<file path="src/rtl/gpi_debounce_core_if.sv">
// Slot bus between the MMIO decoder and a peripheral core.
// The master drives address/strobes/write data; the slave returns combinational read data.
interface gpi_debounce_core_if;
  logic [4:0]  address;
  logic [31:0] rd_data;
  logic [31:0] wr_data;
  logic        read;
  logic        write;
  logic        cs;

  modport master (
    output address, wr_data, read, write, cs,
    input  rd_data
  );

  modport slave (
    input  address, wr_data, read, write, cs,
    output rd_data
  );
endinterface

</file>
<file path="src/rtl/gpi_debounce_core.sv">
// Debounced GPI core: per-pin 2-flop synchroniser, stable-count debounce,
// sticky W1C rise/fall edge flags and a level interrupt.
module gpi_debounce_core #(
  parameter int WIDTH    = 16,
  parameter int DB_LIMIT = 20000
) (
  input  logic                 clk,
  input  logic                 rst_n,
  gpi_debounce_core_if.slave   bus,
  input  logic [WIDTH-1:0]     data_in,
  output logic                 irq
);

  localparam int CW = (DB_LIMIT > 1) ? $clog2(DB_LIMIT) : 1;
  localparam logic [CW-1:0] CNT_LAST = CW'(DB_LIMIT - 1);

  localparam logic [4:0] ADDR_DATA = 5'h00;
  localparam logic [4:0] ADDR_RISE = 5'h01;
  localparam logic [4:0] ADDR_FALL = 5'h02;
  localparam logic [4:0] ADDR_CTRL = 5'h03;
  localparam logic [4:0] ADDR_RAW  = 5'h04;

  typedef struct packed {
    logic irq_en;
    logic cap_en;
    logic db_en;
  } ctrl_t;

  localparam ctrl_t CTRL_RESET = '{irq_en: 1'b0, cap_en: 1'b1, db_en: 1'b1};

  logic [WIDTH-1:0] s1, s2, db, rise, fall;
  logic [CW-1:0]    cnt [WIDTH];
  ctrl_t            ctrl;

  logic [WIDTH-1:0] db_nxt, rise_nxt, fall_nxt;
  logic [WIDTH-1:0] rise_clr, fall_clr;
  logic [CW-1:0]    cnt_nxt [WIDTH];
  logic             wr_en;

  // Per-bit debounce: a bit must disagree with db for DB_LIMIT consecutive
  // samples before it is accepted; any agreement restarts the count.
  always_comb begin
    // NOTE: every output of a combinational block gets a default before any
    // branch, otherwise an unassigned path infers a latch.
    db_nxt = db;
    for (int i = 0; i < WIDTH; i++) begin
      cnt_nxt[i] = '0;
      if (!ctrl.db_en) begin
        db_nxt[i] = s2[i];
      end else if (s2[i] != db[i]) begin
        if (cnt[i] == CNT_LAST) db_nxt[i] = s2[i];
        else                    cnt_nxt[i] = cnt[i] + 1'b1;
      end
    end
  end

  assign wr_en    = bus.cs & bus.write;
  assign rise_clr = (wr_en && bus.address == ADDR_RISE) ? bus.wr_data[WIDTH-1:0] : '0;
  assign fall_clr = (wr_en && bus.address == ADDR_FALL) ? bus.wr_data[WIDTH-1:0] : '0;

  // Set is OR-ed after the clear so a same-cycle set beats a W1C.
  assign rise_nxt = (rise & ~rise_clr) | (ctrl.cap_en ? (db_nxt & ~db) : '0);
  assign fall_nxt = (fall & ~fall_clr) | (ctrl.cap_en ? (~db_nxt & db) : '0);

  always_ff @(posedge clk or negedge rst_n) begin
    if (!rst_n) begin
      s1   <= '0;
      s2   <= '0;
      db   <= '0;
      rise <= '0;
      fall <= '0;
      ctrl <= CTRL_RESET;
      for (int i = 0; i < WIDTH; i++) cnt[i] <= '0;
    end else begin
      // NOTE: state is updated with non-blocking assignments so every flop
      // samples pre-edge values regardless of statement order.
      s1   <= data_in;
      s2   <= s1;
      db   <= db_nxt;
      rise <= rise_nxt;
      fall <= fall_nxt;
      for (int i = 0; i < WIDTH; i++) cnt[i] <= cnt_nxt[i];
      if (wr_en && bus.address == ADDR_CTRL) ctrl <= ctrl_t'(bus.wr_data[2:0]);
    end
  end

  always_comb begin
    bus.rd_data = '0;
    case (bus.address)
      ADDR_DATA: bus.rd_data[WIDTH-1:0] = db;
      ADDR_RISE: bus.rd_data[WIDTH-1:0] = rise;
      ADDR_FALL: bus.rd_data[WIDTH-1:0] = fall;
      ADDR_CTRL: bus.rd_data[2:0]       = ctrl;
      ADDR_RAW:  bus.rd_data[WIDTH-1:0] = s2;
      default:   bus.rd_data            = '0;
    endcase
  end

  assign irq = ctrl.irq_en & (|rise | |fall);

  // Reads have no side effects, and upper write-data bits beyond WIDTH are ignored.
  logic unused_bus;
  assign unused_bus = &{1'b0, bus.read, bus.wr_data};

endmodule

</file>
<file path="src/flat_wrapper.sv">
// flat-port wrapper written by rule: the top's interface ports become plain ports
module gpi_debounce_core_flat 
#(
  parameter int WIDTH    = 16,
  parameter int DB_LIMIT = 20000
)
  (clk, rst_n, data_in, irq, bus_address, bus_wr_data, bus_read, bus_write, bus_cs, bus_rd_data);
  gpi_debounce_core_if bus_i ();
  input  logic clk;
  input  logic rst_n;
  input  logic [WIDTH-1:0] data_in;
  output logic irq;
  input wire logic [$bits(bus_i.address)-1:0] bus_address;
  input wire logic [$bits(bus_i.wr_data)-1:0] bus_wr_data;
  input wire logic [$bits(bus_i.read)-1:0] bus_read;
  input wire logic [$bits(bus_i.write)-1:0] bus_write;
  input wire logic [$bits(bus_i.cs)-1:0] bus_cs;
  output wire logic [$bits(bus_i.rd_data)-1:0] bus_rd_data;
  assign bus_i.address = bus_address;
  assign bus_i.wr_data = bus_wr_data;
  assign bus_i.read = bus_read;
  assign bus_i.write = bus_write;
  assign bus_i.cs = bus_cs;
  assign bus_rd_data = bus_i.rd_data;
  gpi_debounce_core #(.WIDTH(WIDTH), .DB_LIMIT(DB_LIMIT)) u_core (.clk(clk), .rst_n(rst_n), .bus(bus_i), .data_in(data_in), .irq(irq));
endmodule
</file>
<file path="config.mk">
export PLATFORM = sky130hd
export DESIGN_NAME = gpi_debounce_core_flat
export DESIGN_NICKNAME = d
export VERILOG_FILES = /design/src/rtl/gpi_debounce_core_if.sv /design/src/rtl/gpi_debounce_core.sv /design/src/flat_wrapper.sv
export SDC_FILE = /design/constraint.sdc
export NUM_CORES = 1
export LEC_CHECK = 0
export ABC_CLOCK_PERIOD_IN_PS = 2100
export CAP_MARGIN = 20
export CORE_UTILIZATION = 45
export DETAILED_ROUTE_END_ITERATION = 6
export GPL_TIMING_DRIVEN = 1
export PLACE_DENSITY = 0.73
export SYNTH_ARGS = -nofsm -noshare
export SYNTH_HDL_FRONTEND = slang
export SYNTH_SLANG_ARGS = --single-unit
</file>
<file path="constraint.sdc">
create_clock -name clk -period 2.1 [get_ports clk]
set_clock_uncertainty 0.2 [all_clocks]
set_input_delay 0.42 -clock clk [delete_from_list [all_inputs] [get_ports clk]]
set_output_delay 0.42 -clock clk [all_outputs]
set_load 0.05 [all_outputs]
</file>
======== Word-level counts from Yosys, hierarchy flattened ========
Index checks and enable logic that the tools add are counted.
storage, ports and cells
  flip-flop bits (word level) ............. 323
  bits of input ports ..................... 58
  output and inout bits ................... 33
  logic and storage cells ................. 197
cells by class
  add/subtract/negate cells ............... 16
  equality and inequality tests ........... 36
  multiplexer cells ....................... 102
  bitwise gates (word level) .............. 13
  reductions and logical operators ........ 6
operators by type and width
  kind                                                             number
  15-bit 2-to-1 mux                                                48
  15-bit by 1-bit adder with 15-bit output, second input constant  16
  15-bit == test, second input constant                            16
  16-bit bitwise AND                                               4
  16-bit 2-to-1 mux                                                4
  16-bit NOT                                                       4
  13-bit case mux with 4 select lines                              1
  1-bit 2-to-1 mux                                                 48
  16-bit bitwise OR                                                2
  16-bit OR reduction                                              2
  1-bit != test                                                    16
  3-bit case mux with 5 select lines                               1
  5-bit by 2-bit == test with 1-bit output, second input constant  2
  5-bit by 1-bit == test with 1-bit output, second input constant  1
  5-bit by 3-bit == test with 1-bit output, second input constant  1
  5-bit logical NOT                                                1
  1-bit logical AND                                                3
  1-bit bitwise AND                                                2
  1-bit bitwise OR                                                 1

======== Depth between registers and ports, before layout ========
  depth after elaboration ................. 8
  mapped depth ............................ 7
  gate-level depth less buffers ........... 5

======== Worst setup path after synthesis ========
OpenSTA, ideal clock, no wires.
  path kind ............................... input to output
  start point ............................. in bus_address[3]
  end point ............................... out bus_rd_data[0]
  data arrival time ....................... 1907 ps
  slack ................................... -427 ps
  stages on the path ...................... 5
  path buffers ............................ 1
  path through ............................ or3_1 > nor3_2 > clkbuf_1 > a222oi_1 > nand2_1
between the ends
  word-level cells in the longest chain between the ends .. 2
RTL lines
  what                                                              RTL line                 source
  from (decl)                                                       flat_wrapper.sv:13       input wire logic [$bits(bus_i.address)-1:0] bus_address;
  5-bit by 3-bit == test with 1-bit output (tied with other cells)  gpi_debounce_core.sv:89  case (bus.address)
  3-bit case mux with 5 select lines (*)                            gpi_debounce_core.sv:89
  to (decl)                                                         flat_wrapper.sv:18       output wire logic [$bits(bus_i.rd_data)-1:0] bus_rd_data;
Mark *: on every way between the ends. The rest lies on a longest branch, timed or not.

======== Final worst setup path ========
  start point ............................. reg u_core.fall[1]
  end point ............................... out irq
between the ends
  word-level cells in the longest chain between the ends .. 3
RTL lines
  what                    RTL line                 source
  from (decl)             gpi_debounce_core.sv:31  logic [WIDTH-1:0] s1, s2, db, rise, fall;
  from (signal assigned)  gpi_debounce_core.sv:81  fall <= fall_nxt;
  16-bit OR reduction     gpi_debounce_core.sv:99  assign irq = ctrl.irq_en & (|rise | |fall);
  1-bit bitwise OR        gpi_debounce_core.sv:99
  1-bit bitwise AND       gpi_debounce_core.sv:99
  to (decl)               flat_wrapper.sv:12       output logic irq;
Every way passes these cells.

==> impl_metrics.env <==
export IMPL_fin_cells=2221
export IMPL_clkTransAtPathRegs_ns=0.06
export IMPL_drtIter0Drc=819
export IMPL_placed_cell_area_sq_um=17900
export IMPL_vias=12198
export IMPL_power_density_nw_per_um2=750
export IMPL_rsz0062_at_grt="yes"
export IMPL_synthTopCellsByArea="dfrtp_1 (52%), xnor2_1 (7.8%), nor2_1 (6.1%)"
export IMPL_slew_headroom_pct=61.7
export IMPL_p_total_uw=14800
export IMPL_status="finished with violations"
export IMPL_routed_wl_um=37100
export IMPL_synth_edf_count=0
export IMPL_stdcell_area_sq_um=19700
export IMPL_dr_pass1_iters=7
export IMPL_maxCapViolations=0
export IMPL_die_width_um=187
export IMPL_cp_start_kind="flip-flop"
export IMPL_start_util_pct=45.9
export IMPL_cts_buffer_depth=3
export IMPL_tightest_slew_ns=0.575
export IMPL_drive_gt1_share_pct=20.2
export IMPL_numCtsBuffers=37
export IMPL_fin_nets=1819
export IMPL_grt_ovfl_total=0
export IMPL_leakage_uw=0.00771
export IMPL_htreeDepth=2
export IMPL_root_buffer="clkbuf_16"
export IMPL_ys_seq_elements=323
export IMPL_synth_distinct_cells=47
export IMPL_final_max_slew_viol_count=0
export IMPL_avgSynthCellArea_sq_um=10.1
export IMPL_grt_pass1_wl_um=59100
export IMPL_syn_inst=1530
export IMPL_fin_ws_ns=-0.561
export IMPL_synth_top_area_share_pct=52.1
export IMPL_cp_data_required_time_ns=1.48
export IMPL_grt_max_degree=59
export IMPL_synthToLayoutAreaGrowth_pct=28.0
export IMPL_failed_checks="DRC, setup timing"
export IMPL_crit_arrival_ns=2.04
export IMPL_cp_end_kind="primary output"
export IMPL_timing_fmax_mhz=376
export IMPL_wire_per_inst_um=16.7
export IMPL_dieHeight_um=187
export IMPL_ys_seq_area_share_pct=52.4
export IMPL_core_sq_um=33600
export IMPL_synthesis_area_sq_um=15400
export IMPL_layout_commonest_cell="dfrtp_1"
export IMPL_port_buffers=57
export IMPL_postRouteAntennaNets=0
export IMPL_finalHoldViolCount=0
export IMPL_clock_latency_ns=0.53
export IMPL_path_max_fanout=2
export IMPL_hpwlAfterDp_um=23200
export IMPL_setup_viol=37
export IMPL_cts_sinks=323
export IMPL_dp_slack_ns=-0.710
export IMPL_layout_common_cells="dfrtp_1 (321), nor2_1 (229), xnor2_1 (137)"
export IMPL_routabilityCongestion=0.846
export IMPL_antenna_found_initial=2
export IMPL_min_from="data_in[2]"
export IMPL_yosys_warnings=0
export IMPL_min_path_type="input port to flip-flop"
export IMPL_vias_per_cell=5.49
export IMPL_synthArstFlopShare_pct=100
export IMPL_fp_dieArea_sq_um=35000
export IMPL_min_period_ns=2.66
export IMPL_period_share_pct=127
export IMPL_drc=5
export IMPL_first_global_vias=11892
export IMPL_grtUsageTotal_pct=20.5
export IMPL_critPathLaunch="u_core.fall[1]$_DFF_PN0_"
export IMPL_rows=67
export IMPL_placed_cells=2133
export IMPL_tritoncts="built"
export IMPL_worstSetupPathType="flip-flop to primary output"
export IMPL_synth_flop_cell="dfrtp_1"
export IMPL_r2r_start="u_core.cnt[31]$_DFF_PN0_"
export IMPL_ir_drop_v=0.000660
export IMPL_io_pins=91
export IMPL_yosysTopAreaCell="dfrtp_1"
==> power by group <==
| part | internal, uW | total [uW] | switching (uW) |
|---|---|---|---|
| Combinational | 583 | 1390 | 804 |
| Clock | 4240 | 6800 | 2560 |
| Sequential | 6420 | 6620 | 198 |
| Total | 11200 | 14800 | 3570 |
==> routing by layer <==
| layer | GRT usage (%) | share of wire [%] | vias to the layer above |
|---|---|---|---|
| met4 | 6.65 | 3.0 | 0 |
| met3 | 3.96 | 6.0 | 81 |
| li1 | - | - | 5762 |
| met5 | 0 | 0 | - |
| met1 | 27.3 | 43 | 6004 |
| met2 | 33.7 | 48 | 351 |
==> critical path: stages, from the launching register on <==
cell and delay (ns):
dfrtp_1 0.41, nor4_4 0.28, buf_4 0.17, nand4_1 0.15, buf_4 0.19, o21a_1 0.17
buf_6 0.15
==> Yosys cell counts (33+ instances only) <==
library cell and count:
dfrtp_1 321, inv_1 56, nand2_1 111, nand2b_1 33, nand3_1 88, nand4_1 70, nor2_1 251, nor3_1 50
nor4_1 58, o21ai_0 67, xnor2_1 137, xor2_1 67
==> final cells by class <==
cell class                 instances  area, sq um
clock buffer                      52         1050
multi-input combinational       1121         7440
tap                              448          561
clock inverter                    13          223
fill                            2677        13900
timing repair buffer             206         2170
antenna                            2         5.00
inverter                          56          210
sequential                       323         8090
==> per-stage QoR <==
step | hold slack, ns | setup TNS [ns] | utilization (%)
final | 0.133 | -8.33 | 58.7
after global routing | 0.127 | -10.40 | 58.7
after CTS | 0.119 | -7.46 | 57.5
after detailed placement | 0.136 | -20.27 | 53.1
after global placement | 0.135 | -14.69 | 53.1
after floorplan | -0.0756 | -1.14 | -
==> cells by family (layout without fill, tap and decap cells) <==
group | count (synthesis) | count (layout) | share of synthesized area, %
flip-flops | 323 | 323 | 52.4
AND/OR/NAND/NOR | 736 | 736 | 23.7
XOR/XNOR | 204 | 204 | 11.6
buffers and inverters | 107 | 327 | 3.56
other | 1 | 18 | 0.0243
adder cells (fa/ha/maj) | 16 | 16 | 1.30
AO/OA/AOI/OAI | 124 | 130 | 5.99
multiplexers | 19 | 19 | 1.39
==> state kept, by name, indices dropped and copies added, names as in the netlist <==
name / flops
u_core.cnt: 240
u_core.db: 16
u_core.fall: 16
u_core.rise: 16
u_core.s1: 16
u_core.s2: 16
u_core.ctrl: 3
==> path summary, 6_finish.rpt <==
check,endpoint,depth (start not counted),slack [ns]
max,irq,6,-0.56
min,u_core.s1[2]$_DFF_PN0_,1,0.13
max reg2reg,u_core.db[13]$_DFF_PN0_,5,-0.07
min reg2reg,u_core.s2[14]$_DFF_PN0_,0,0.14
max in group asynchronous,u_core.s1[15]$_DFF_PN0_,3,0.81
min in group asynchronous,u_core.cnt[99]$_DFF_PN0_,2,0.25
==> timing repair <==
item | 4_1_cts | 5_1_grt
hold endpoints to repair | 42 | 0
gates cloned | 2 | 7
buffers inserted | 11 | 13
gates resized for setup | 40 | 93
pin swaps | 24 | 52
hold buffers | 1 | 0
endpoints found under the setup margin | 138 | 161
No activity file was read; power rests on OpenSTA's default activity.
